$ cat src/rtl/udt_axis_pkg.sv
// Shared types and lane helpers for the byte-reversing AXI-Stream pipe.
// Helpers work on MAX_BYTES-wide vectors; callers zero-extend and truncate to their lane count.
package udt_axis_pkg;

  localparam int DATA_BYTES_DEF = 8;
  localparam int MAX_BYTES      = 64;

  typedef enum logic {SOP = 1'b0, MID = 1'b1} mode_state_t;

  typedef logic [8*MAX_BYTES-1:0] lane_data_t;
  typedef logic [MAX_BYTES-1:0]   lane_keep_t;

  // Byte lane i of the result takes lane n-1-i of d; lanes >= n are zero.
  function automatic lane_data_t lane_rev(input lane_data_t d, input int n);
    lane_data_t r;
    int         j;
    r = '0;
    for (int i = 0; i < MAX_BYTES; i++) begin
      j = (i < n) ? (n - 1 - i) : i;
      r[8*i +: 8] = (i < n) ? d[8*j +: 8] : 8'h00;
    end
    return r;
  endfunction

  function automatic lane_keep_t keep_rev(input lane_keep_t k, input int n);
    lane_keep_t r;
    int         j;
    r = '0;
    for (int i = 0; i < MAX_BYTES; i++) begin
      j = (i < n) ? (n - 1 - i) : i;
      r[i] = (i < n) ? k[j] : 1'b0;
    end
    return r;
  endfunction

  // Non-zero run of ones starting at lane 0 (hi=0) or at lane n-1 (hi=1).
  function automatic logic keep_contig(input lane_keep_t k, input int n, input logic hi);
    lane_keep_t e;
    e = hi ? keep_rev(k, n) : k;
    return (e != '0) && ((e & (e + lane_keep_t'(1))) == '0);
  endfunction

endpackage

$ cat src/rtl/axis_byte_reverse_pipe_if.sv
// AXI-Stream beat bundle (tdata/tkeep/tlast with valid/ready) for the byte-reverse pipe.
interface axis_byte_reverse_pipe_if
  import udt_axis_pkg::*;
#(
  parameter int DATA_BYTES = DATA_BYTES_DEF
);
  logic [8*DATA_BYTES-1:0] tdata;
  logic [DATA_BYTES-1:0]   tkeep;
  logic                    tvalid;
  logic                    tready;
  logic                    tlast;

  modport master (output tdata, tkeep, tvalid, tlast, input tready);
  modport slave  (input tdata, tkeep, tvalid, tlast, output tready);
endinterface

$ cat src/rtl/axis_skid_buf.sv
// Two-entry skid buffer: registered push_ready and pop side, full throughput, order preserved.
module axis_skid_buf #(
  parameter int WIDTH = 8
) (
  input  logic             clk,
  input  logic             rst,
  input  logic [WIDTH-1:0] push_data,
  input  logic             push_valid,
  output logic             push_ready,
  output logic [WIDTH-1:0] pop_data,
  output logic             pop_valid,
  input  logic             pop_ready
);

  logic [WIDTH-1:0] skid_data, main_d_n, skid_d_n;
  logic             skid_vld, main_vld_n, skid_vld_n;
  logic             push, main_free;

  assign push      = push_valid & push_ready;
  assign main_free = !pop_valid | pop_ready;

  always_comb begin
    main_vld_n = pop_valid;
    main_d_n   = pop_data;
    skid_vld_n = skid_vld;
    skid_d_n   = skid_data;
    if (main_free) begin
      // Skid holds the older beat, so it always drains into main first.
      if (skid_vld) begin
        main_vld_n = 1'b1;
        main_d_n   = skid_data;
        skid_vld_n = push;
        if (push) skid_d_n = push_data;
      end else begin
        main_vld_n = push;
        if (push) main_d_n = push_data;
      end
    end else if (push) begin
      skid_vld_n = 1'b1;
      skid_d_n   = push_data;
    end
  end

  always_ff @(posedge clk) begin
    if (rst) begin
      pop_valid  <= 1'b0;
      pop_data   <= '0;
      skid_vld   <= 1'b0;
      skid_data  <= '0;
      push_ready <= 1'b0;
    end else begin
      pop_valid  <= main_vld_n;
      pop_data   <= main_d_n;
      skid_vld   <= skid_vld_n;
      skid_data  <= skid_d_n;
      push_ready <= !skid_vld_n;
    end
  end

endmodule

$ cat src/rtl/axis_byte_reverse_pipe.sv
// Per-packet byte-lane reverse/bypass in front of a skid buffer, with beat/packet counters
// and a sticky tkeep-shape error flag.
module axis_byte_reverse_pipe
  import udt_axis_pkg::*;
#(
  parameter int DATA_BYTES = DATA_BYTES_DEF,
  parameter int CNT_W      = 32
) (
  input  logic                         core_clk,
  input  logic                         core_rst,
  input  logic                         swap_en,
  axis_byte_reverse_pipe_if.slave      src,
  axis_byte_reverse_pipe_if.master     snk,
  output logic [CNT_W-1:0]             pkt_cnt,
  output logic [CNT_W-1:0]             beat_cnt,
  output logic                         keep_err
);

  localparam int DW = 8*DATA_BYTES;
  localparam int W  = DW + DATA_BYTES + 1;
  localparam logic [DATA_BYTES-1:0] KEEP_ONES = '1;

  mode_state_t             state, state_nxt;
  logic                    mode_q, mode_eff;
  logic                    in_rdy, push, keep_bad;
  logic [DW-1:0]           data_x;
  logic [DATA_BYTES-1:0]   keep_x;
  logic [W-1:0]            pop_data;

  assign src.tready = in_rdy;
  assign push       = src.tvalid & in_rdy;

  // First beat takes swap_en live; later beats use the value latched at SOP.
  assign mode_eff = (state == SOP) ? swap_en : mode_q;

  always_comb begin
    data_x   = src.tdata;
    keep_x   = src.tkeep;
    if (mode_eff) begin
      data_x = DW'(lane_rev(lane_data_t'(src.tdata), DATA_BYTES));
      keep_x = DATA_BYTES'(keep_rev(lane_keep_t'(src.tkeep), DATA_BYTES));
    end
    keep_bad = src.tlast ? !keep_contig(lane_keep_t'(src.tkeep), DATA_BYTES, mode_eff)
                         : (src.tkeep != KEEP_ONES);
  end

  always_ff @(posedge core_clk) begin
    if (core_rst) state <= SOP;
    else          state <= state_nxt;
  end

  always_comb begin
    state_nxt = state;
    if (push) state_nxt = src.tlast ? SOP : MID;
  end

  always_ff @(posedge core_clk) begin
    if (core_rst) begin
      mode_q   <= 1'b0;
      pkt_cnt  <= '0;
      beat_cnt <= '0;
      keep_err <= 1'b0;
    end else if (push) begin
      if (state == SOP) mode_q <= swap_en;
      beat_cnt <= beat_cnt + CNT_W'(1);
      if (src.tlast) pkt_cnt <= pkt_cnt + CNT_W'(1);
      if (keep_bad)  keep_err <= 1'b1;
    end
  end

  axis_skid_buf #(.WIDTH(W)) u_skid (
    .clk        (core_clk),
    .rst        (core_rst),
    .push_data  ({src.tlast, keep_x, data_x}),
    .push_valid (src.tvalid),
    .push_ready (in_rdy),
    .pop_data   (pop_data),
    .pop_valid  (snk.tvalid),
    .pop_ready  (snk.tready)
  );

  assign {snk.tlast, snk.tkeep, snk.tdata} = pop_data;

endmodule
$ cat src/flat_wrapper.sv
// flat-port wrapper written by rule: the top's interface ports become plain ports
module axis_byte_reverse_pipe_flat import udt_axis_pkg::*;
#(
  parameter int DATA_BYTES = DATA_BYTES_DEF,
  parameter int CNT_W      = 32
)
  (core_clk, core_rst, swap_en, pkt_cnt, beat_cnt, keep_err, src_tdata, src_tkeep, src_tvalid, src_tlast, src_tready, snk_tdata, snk_tkeep, snk_tvalid, snk_tlast, snk_tready);
  axis_byte_reverse_pipe_if #(.DATA_BYTES(DATA_BYTES)) src_i ();
  axis_byte_reverse_pipe_if #(.DATA_BYTES(DATA_BYTES)) snk_i ();
  input  logic core_clk;
  input  logic core_rst;
  input  logic swap_en;
  output logic [CNT_W-1:0] pkt_cnt;
  output logic [CNT_W-1:0] beat_cnt;
  output logic keep_err;
  input wire logic [$bits(src_i.tdata)-1:0] src_tdata;
  input wire logic [$bits(src_i.tkeep)-1:0] src_tkeep;
  input wire logic [$bits(src_i.tvalid)-1:0] src_tvalid;
  input wire logic [$bits(src_i.tlast)-1:0] src_tlast;
  output wire logic [$bits(src_i.tready)-1:0] src_tready;
  output wire logic [$bits(snk_i.tdata)-1:0] snk_tdata;
  output wire logic [$bits(snk_i.tkeep)-1:0] snk_tkeep;
  output wire logic [$bits(snk_i.tvalid)-1:0] snk_tvalid;
  output wire logic [$bits(snk_i.tlast)-1:0] snk_tlast;
  input wire logic [$bits(snk_i.tready)-1:0] snk_tready;
  assign src_i.tdata = src_tdata;
  assign src_i.tkeep = src_tkeep;
  assign src_i.tvalid = src_tvalid;
  assign src_i.tlast = src_tlast;
  assign src_tready = src_i.tready;
  assign snk_tdata = snk_i.tdata;
  assign snk_tkeep = snk_i.tkeep;
  assign snk_tvalid = snk_i.tvalid;
  assign snk_tlast = snk_i.tlast;
  assign snk_i.tready = snk_tready;
  axis_byte_reverse_pipe #(.DATA_BYTES(DATA_BYTES), .CNT_W(CNT_W)) u_core (.core_clk(core_clk), .core_rst(core_rst), .swap_en(swap_en), .src(src_i), .snk(snk_i), .pkt_cnt(pkt_cnt), .beat_cnt(beat_cnt), .keep_err(keep_err));
endmodule
$ cat config.mk
export PLATFORM = sky130hd
export DESIGN_NAME = axis_byte_reverse_pipe_flat
export DESIGN_NICKNAME = d
export VERILOG_FILES = /design/src/rtl/udt_axis_pkg.sv /design/src/rtl/axis_byte_reverse_pipe_if.sv /design/src/rtl/axis_skid_buf.sv /design/src/rtl/axis_byte_reverse_pipe.sv /design/src/flat_wrapper.sv
export SDC_FILE = /design/constraint.sdc
export NUM_CORES = 1
export LEC_CHECK = 0
export ABC_CLOCK_PERIOD_IN_PS = 2800
export BUFFER_PORTS_ARGS = -buffer_cell sky130_fd_sc_hd__buf_4
export CORE_MARGIN = 2
export CORE_UTILIZATION = 54
export DETAILED_ROUTE_END_ITERATION = 16
export GPL_ROUTABILITY_DRIVEN = 0
export PLACE_DENSITY_LB_ADDON = 0.2
export SYNTH_ARGS = -nofsm -noshare
export SYNTH_HDL_FRONTEND = slang
export SYNTH_SLANG_ARGS = --single-unit
$ cat constraint.sdc
create_clock -name core_clk -period 2.8 [get_ports core_clk]
set_input_delay 0.14 -clock core_clk [delete_from_list [all_inputs] [get_ports core_clk]]
set_output_delay 0.14 -clock core_clk [all_outputs]
set_load 0.05 [all_outputs]
**Word-level counts from Yosys, hierarchy flattened**

Index checks and enable logic that the tools add are counted.

- Reductions and logical operators: 10
- Bitwise logic cells: 3
- Add/subtract/negate cells: 3
- Eq/ne operators: 2
- Multiplexer cells: 15

Operators with widths:

| kind | count |
|---|---|
| 73-bit 2-to-1 mux | 5 |
| 32-bit by 1-bit adder with 32-bit output, second input constant | 2 |
| 64-bit by 1-bit adder with 64-bit output, second input constant | 1 |
| 64-bit AND | 1 |
| 64-bit logical NOT | 1 |
| 64-bit 2-to-1 mux | 1 |
| 64-bit nonzero test | 1 |
| 8-bit 2-to-1 mux | 2 |
| 8-bit != test, second input constant | 1 |
| 1-bit 2-to-1 mux | 7 |
| 2-bit AND reduction | 3 |
| 1-bit logical NOT | 3 |
| 2-bit != test, second input constant | 1 |
| 2-bit nonzero test | 1 |
| 1-bit AND | 1 |
| 1-bit logical AND | 1 |
| 1-bit OR | 1 |

- Input bits: 78
- Output and inout bits: 140
- Word-level logic and storage cells: 43
- Register bits after elaboration: 216

**Logic depth before layout (Yosys ltp)**

- Depth after elaboration: 9
- Gate-level depth with buffers: 7
- Mapped depth without buffers: 5

**Hierarchy**

From an unflattened synthesis, not the netlist that was laid out.

- Cell total of the unflattened synthesis: 1,137
- Area total of the unflattened synthesis: 11,230.8 um^2

By module, submodules not included:

| module | cells an instance | area an instance (um^2) | instances | sequential area each (um^2) |
|---|---|---|---|---|
| axis_skid_buf | 663 | 7,105.6 | 1 | 2,982.9 |
| axis_byte_reverse_pipe | 474 | 4,125.2 | 1 | 1,341.3 |

**Least setup slack after synthesis**

OpenSTA, ideal clock, no wires.

- Path kind: reg-to-reg
- Start: register u_core.pkt_cnt[2]
- End: register u_core.pkt_cnt[21]
- Path slack: 0.341 ns
- Setup time: 0.123 ns
- Stages on the path, launching flop included: 6
- Clock period less this slack: 2.459 ns
- Buffers on the path: 1
- Required time: 2.677 ns
- Data arrival time: 2.336 ns
- Cell sequence: dfxtp_1 nand3_1 or4_4 buf_2 nor4_1 mux2_1

- Longest elaborated chain between the ends: 1

Ends and longest elaborated chain:

| what | line | RTL |
|---|---|---|
| from (decl) | axis_byte_reverse_pipe.sv:14 | `output logic [CNT_W-1:0] pkt_cnt,` |
| from (signal assigned) | axis_byte_reverse_pipe.sv:66 | `if (src.tlast) pkt_cnt <= pkt_cnt + CNT_W'(1);` |
| 32-bit by 1-bit adder with 32-bit output | axis_byte_reverse_pipe.sv:66 |  |

No other way between the ends.
A chain may end at the register's enable or synchronous reset.

**Worst setup path after layout**

- Start: register u_core.beat_cnt[9]
- End: register u_core.beat_cnt[31]

- Longest elaborated chain between the ends: 1

Ends and longest elaborated chain:

| what | line | RTL |
|---|---|---|
| from (decl) | axis_byte_reverse_pipe.sv:15 | `output logic [CNT_W-1:0] beat_cnt,` |
| from (signal assigned) | axis_byte_reverse_pipe.sv:65 | `beat_cnt <= beat_cnt + CNT_W'(1);` |
| 32-bit by 1-bit adder with 32-bit output | axis_byte_reverse_pipe.sv:65 |  |

No other way between the ends.

==> flow_summary.ini <==
[logic_synthesis]
synth_top_cell_by_area = sky130_fd_sc_hd__dfxtp_1
number_of_enable_flip_flop_cells_after_synthesis = 0
post_synth.cell_area_avg_um2 = 8.90
synth_top_area_share_pct = 45.6
synth_nets = 1146
synth_async_sr_flop_share_pct = 0
most_frequent_cell_after_synthesis = sky130_fd_sc_hd__dfxtp_1
ys_top_cells_by_area = sky130_fd_sc_hd__dfxtp_1 46%, sky130_fd_sc_hd__mux2i_1 7.9%, sky130_fd_sc_hd__a22o_1 6.6%, sky130_fd_sc_hd__a211oi_1 5.9%, sky130_fd_sc_hd__nor2_1 4.6%
yosysWarningCount = 0
synth_seq_cells = 216
synth_seq_area_share_pct = 45.6
syn-cell-area_mm2 = 0.00948
synthTopCellsByCount = 216 x sky130_fd_sc_hd__dfxtp_1, 117 x sky130_fd_sc_hd__nor2_1, 95 x sky130_fd_sc_hd__nand2_1
ys_dominant_reg_cell = sky130_fd_sc_hd__dfxtp_1
yosys.cell_types.count = 46
postSynthCellCount = 1066

[cts]
cts.root.buffer_cell = sky130_fd_sc_hd__clkbuf_16
cts_num_sinks = 216
tritoncts = done
clk_latency_ns = 0.49
clk_pin_slew_worst_paths_ns = 0.06
htree_levels = 1
cts_buffer_depth = 3
holdBufCountCts = 1
cts_post_setup_buffers_inserted = 0
cts-resized-gates = 0
cts_made_buffers = 23

[grt]
number_of_antenna_violations_at_the_first_check_in_global_routing = 0
grt_pass1_vias = 7565
grt_max_degree = 90
grtUsageTotal_pct = 24.6
grt_first_pass_wirelength_um = 38000
grt_overflow = 0

[sta]
ratio_of_final_minimum_period_to_clock_period_pct = 85.6
slew_headroom_pct = 47.5
rsz0062_at_grt = false
hold_slack_ns = 0.0277
timing.final.hold_violations = 0
fin_worst_skew_ns = 0.00472
summed_negative_setup_slack_over_all_endpoints_ns = 0
finalMaxSlewViolations = 0
setup_viol = 0
fmax_mhz = 417
period_minus_slack_ns = 2.40
worstMarginPinSlew_ns = 0.787

[place]
placed_area_mm2 = 0.0113
place_hpwl_um = 15800
port_buffers = 217

[setup_path]
critical_path.n_buffers_inverters = 0
worst_ep_arrival_time_ns = 2.78
endpoint_kind = register
start_kind = register
timing.critical_path.slowest_cell_delay_ns = 0.87
timing.critical_path.fanout_max = 25
worstPathCellList = nand4_1 > or4_1 > nor4_1 > mux2_2
crit-reg2reg-launch = u_core.beat_cnt[9]
critical_path_required_ns = 3.18
r2r_end = u_core.beat_cnt[31]
setup.reg_to_reg.worst_slack_ns = 0.40
reg2regPathDepth = 4
startpoint = u_core.beat_cnt[9]
slowest_stage = sky130_fd_sc_hd__or4_1
critical_path_cell_count = 4
critical_path_type = reg2reg
crit_family = simple AND/OR/NAND/NOR gates

[run_status]
outcome = completed

[drt]
drtAntennaViolNets = 0
drc_errors = 0
post_drt_via_cell_ratio = 5.80
drt-pass1-iter-count = 4
routed_wire_length_per_instance_um = 16.2
drt_first_iter_violations = 500
via_count = 8583
routed_wirelength_um = 24000

[final_layout]
post_route_cells_drive_above_1_share_pct = 22.7
n_antenna_cell = 0
final_net_count = 1319
areaGrowthSynthToFinish_pct = 27.0
final_area_mm2 = 0.0120
fin_util_pct = 69.9
fillers = 1360

[floorplanning]
chipHeight_um = 137
chipWidth_um = 137
dieArea_mm2 = 0.0186
floorplan.core_area_mm2 = 0.0172
start_util_pct = 55.0
num_io_pins = 218
placement_rows = 48

[run]
maxCapViolations = 0

[min_path]
worstHoldEndpoint = u_core.u_skid.skid_data[3]
hp-class = in2reg
holdCritStartpoint = src_tdata[59]
worstHoldPathCells = 3

[pwr]
p_leak_nw = 4.69
power-per-cell-area_mw_per_mm2 = 586
worst_ir_drop_vdd_mv = 0.495
fin_total_pwr_w = 0.00706
==> layout make-up <==
cell class / count / area [um2] / area share, %
Multi-Input combinational cell: 751 / 4810 / 40.0
Sequential cell: 216 / 4330 / 35.9
Timing Repair Buffer: 233 / 1850 / 15.4
Clock buffer: 37 / 698 / 5.80
Tap cell: 225 / 282 / 2.34
Inverter: 14 / 52.6 / 0.436
Clock inverter: 3 / 20.0 / 0.166
==> how the worst max path moves through the flow <==
stage                                     end  slack, ns
after global routing      u_core.beat_cnt[31]       0.28
final                     u_core.beat_cnt[31]       0.40
after CTS                 u_core.beat_cnt[31]       0.44
after detailed placement  u_core.beat_cnt[31]       0.46
after floorplan            u_core.pkt_cnt[21]       0.34
after global placement    u_core.beat_cnt[31]       0.56
==> registers in the layout, indices dropped and copies added (netlist names) <==
name,flops
u_core.u_skid.skid_vld,1
u_core.pkt_cnt,32
u_core.u_skid.pop_valid,1
u_core.state,1
u_core.mode_q,1
u_core.beat_cnt,32
u_core.u_skid.skid_data,73
u_core.u_skid.pop_data,73
u_core.keep_err,1
u_core.u_skid.push_ready,1
==> power by group <==
part / switching [W] / total [W] / internal (W)
clock: 0.00119 / 0.00289 / 0.00170
combinational: 0.000592 / 0.000945 / 0.000353
sequential: 0.0000621 / 0.00323 / 0.00317
total: 0.00184 / 0.00706 / 0.00522
==> worst register-to-register path, stage by stage, from the launching register on <==
cell                      delay, ns
sky130_fd_sc_hd__dfxtp_1       0.42
sky130_fd_sc_hd__nand4_1       0.15
sky130_fd_sc_hd__or4_1         0.88
sky130_fd_sc_hd__nor4_1        0.46
sky130_fd_sc_hd__mux2_2        0.38
==> cells by family after synthesis <==
logic type | count (synthesis) | share of synthesized area [%]
AOI/OAI and AO/OA | 292 | 21.2
xor gates and xnor gates | 20 | 1.85
adders and majority gates | 2 | 0.264
buffers and inverters | 99 | 3.98
DFF | 216 | 45.6
muxes | 88 | 9.46
and+or+nand+nor | 349 | 17.7
==> placed cells by master (no fill, tap or decap), types with 11 or more instances in the layout <==
| master | Yosys | routed |
|---|---|---|
| sky130_fd_sc_hd__a211oi_1 | 74 | 74 |
| sky130_fd_sc_hd__a21oi_1 | 34 | 34 |
| sky130_fd_sc_hd__a22o_1 | 72 | 72 |
| sky130_fd_sc_hd__buf_4 | 0 | 224 |
| sky130_fd_sc_hd__clkbuf_16 | 0 | 23 |
| sky130_fd_sc_hd__dfxtp_1 | 216 | 215 |
| sky130_fd_sc_hd__inv_1 | 14 | 14 |
| sky130_fd_sc_hd__mux2i_1 | 75 | 74 |
| sky130_fd_sc_hd__nand2_1 | 95 | 95 |
| sky130_fd_sc_hd__nand3_1 | 21 | 21 |
| sky130_fd_sc_hd__nand4_1 | 22 | 22 |
| sky130_fd_sc_hd__nor2_1 | 117 | 116 |
| sky130_fd_sc_hd__nor2b_1 | 14 | 14 |
| sky130_fd_sc_hd__nor3_1 | 13 | 12 |
| sky130_fd_sc_hd__nor4_1 | 14 | 14 |
| sky130_fd_sc_hd__o21ai_0 | 81 | 81 |
| sky130_fd_sc_hd__o31ai_1 | 13 | 13 |
| sky130_fd_sc_hd__or3_1 | 11 | 11 |
| sky130_fd_sc_hd__or4_1 | 17 | 17 |
| sky130_fd_sc_hd__xnor2_1 | 12 | 12 |
==> per-layer routing <==
metal / track usage, % / vias to the layer above / routed length, um
li1: - / 4241 / -
met1: 35.2 / 4051 / 11000
met2: 38.2 / 257 / 10800
met3: 5.11 / 34 / 1670
met4: 5.84 / 0 / 427
met5: 0 / - / 0
==> stage by stage <==
step	worst slack [ns]	instances
after floorplan	0.341	1066
after global placement	0.562	1438
after detailed placement	0.461	1438
after CTS	0.445	1479
after global routing	0.283	1479
final	0.403	1479
No activity file was read; power rests on OpenSTA's default activity.
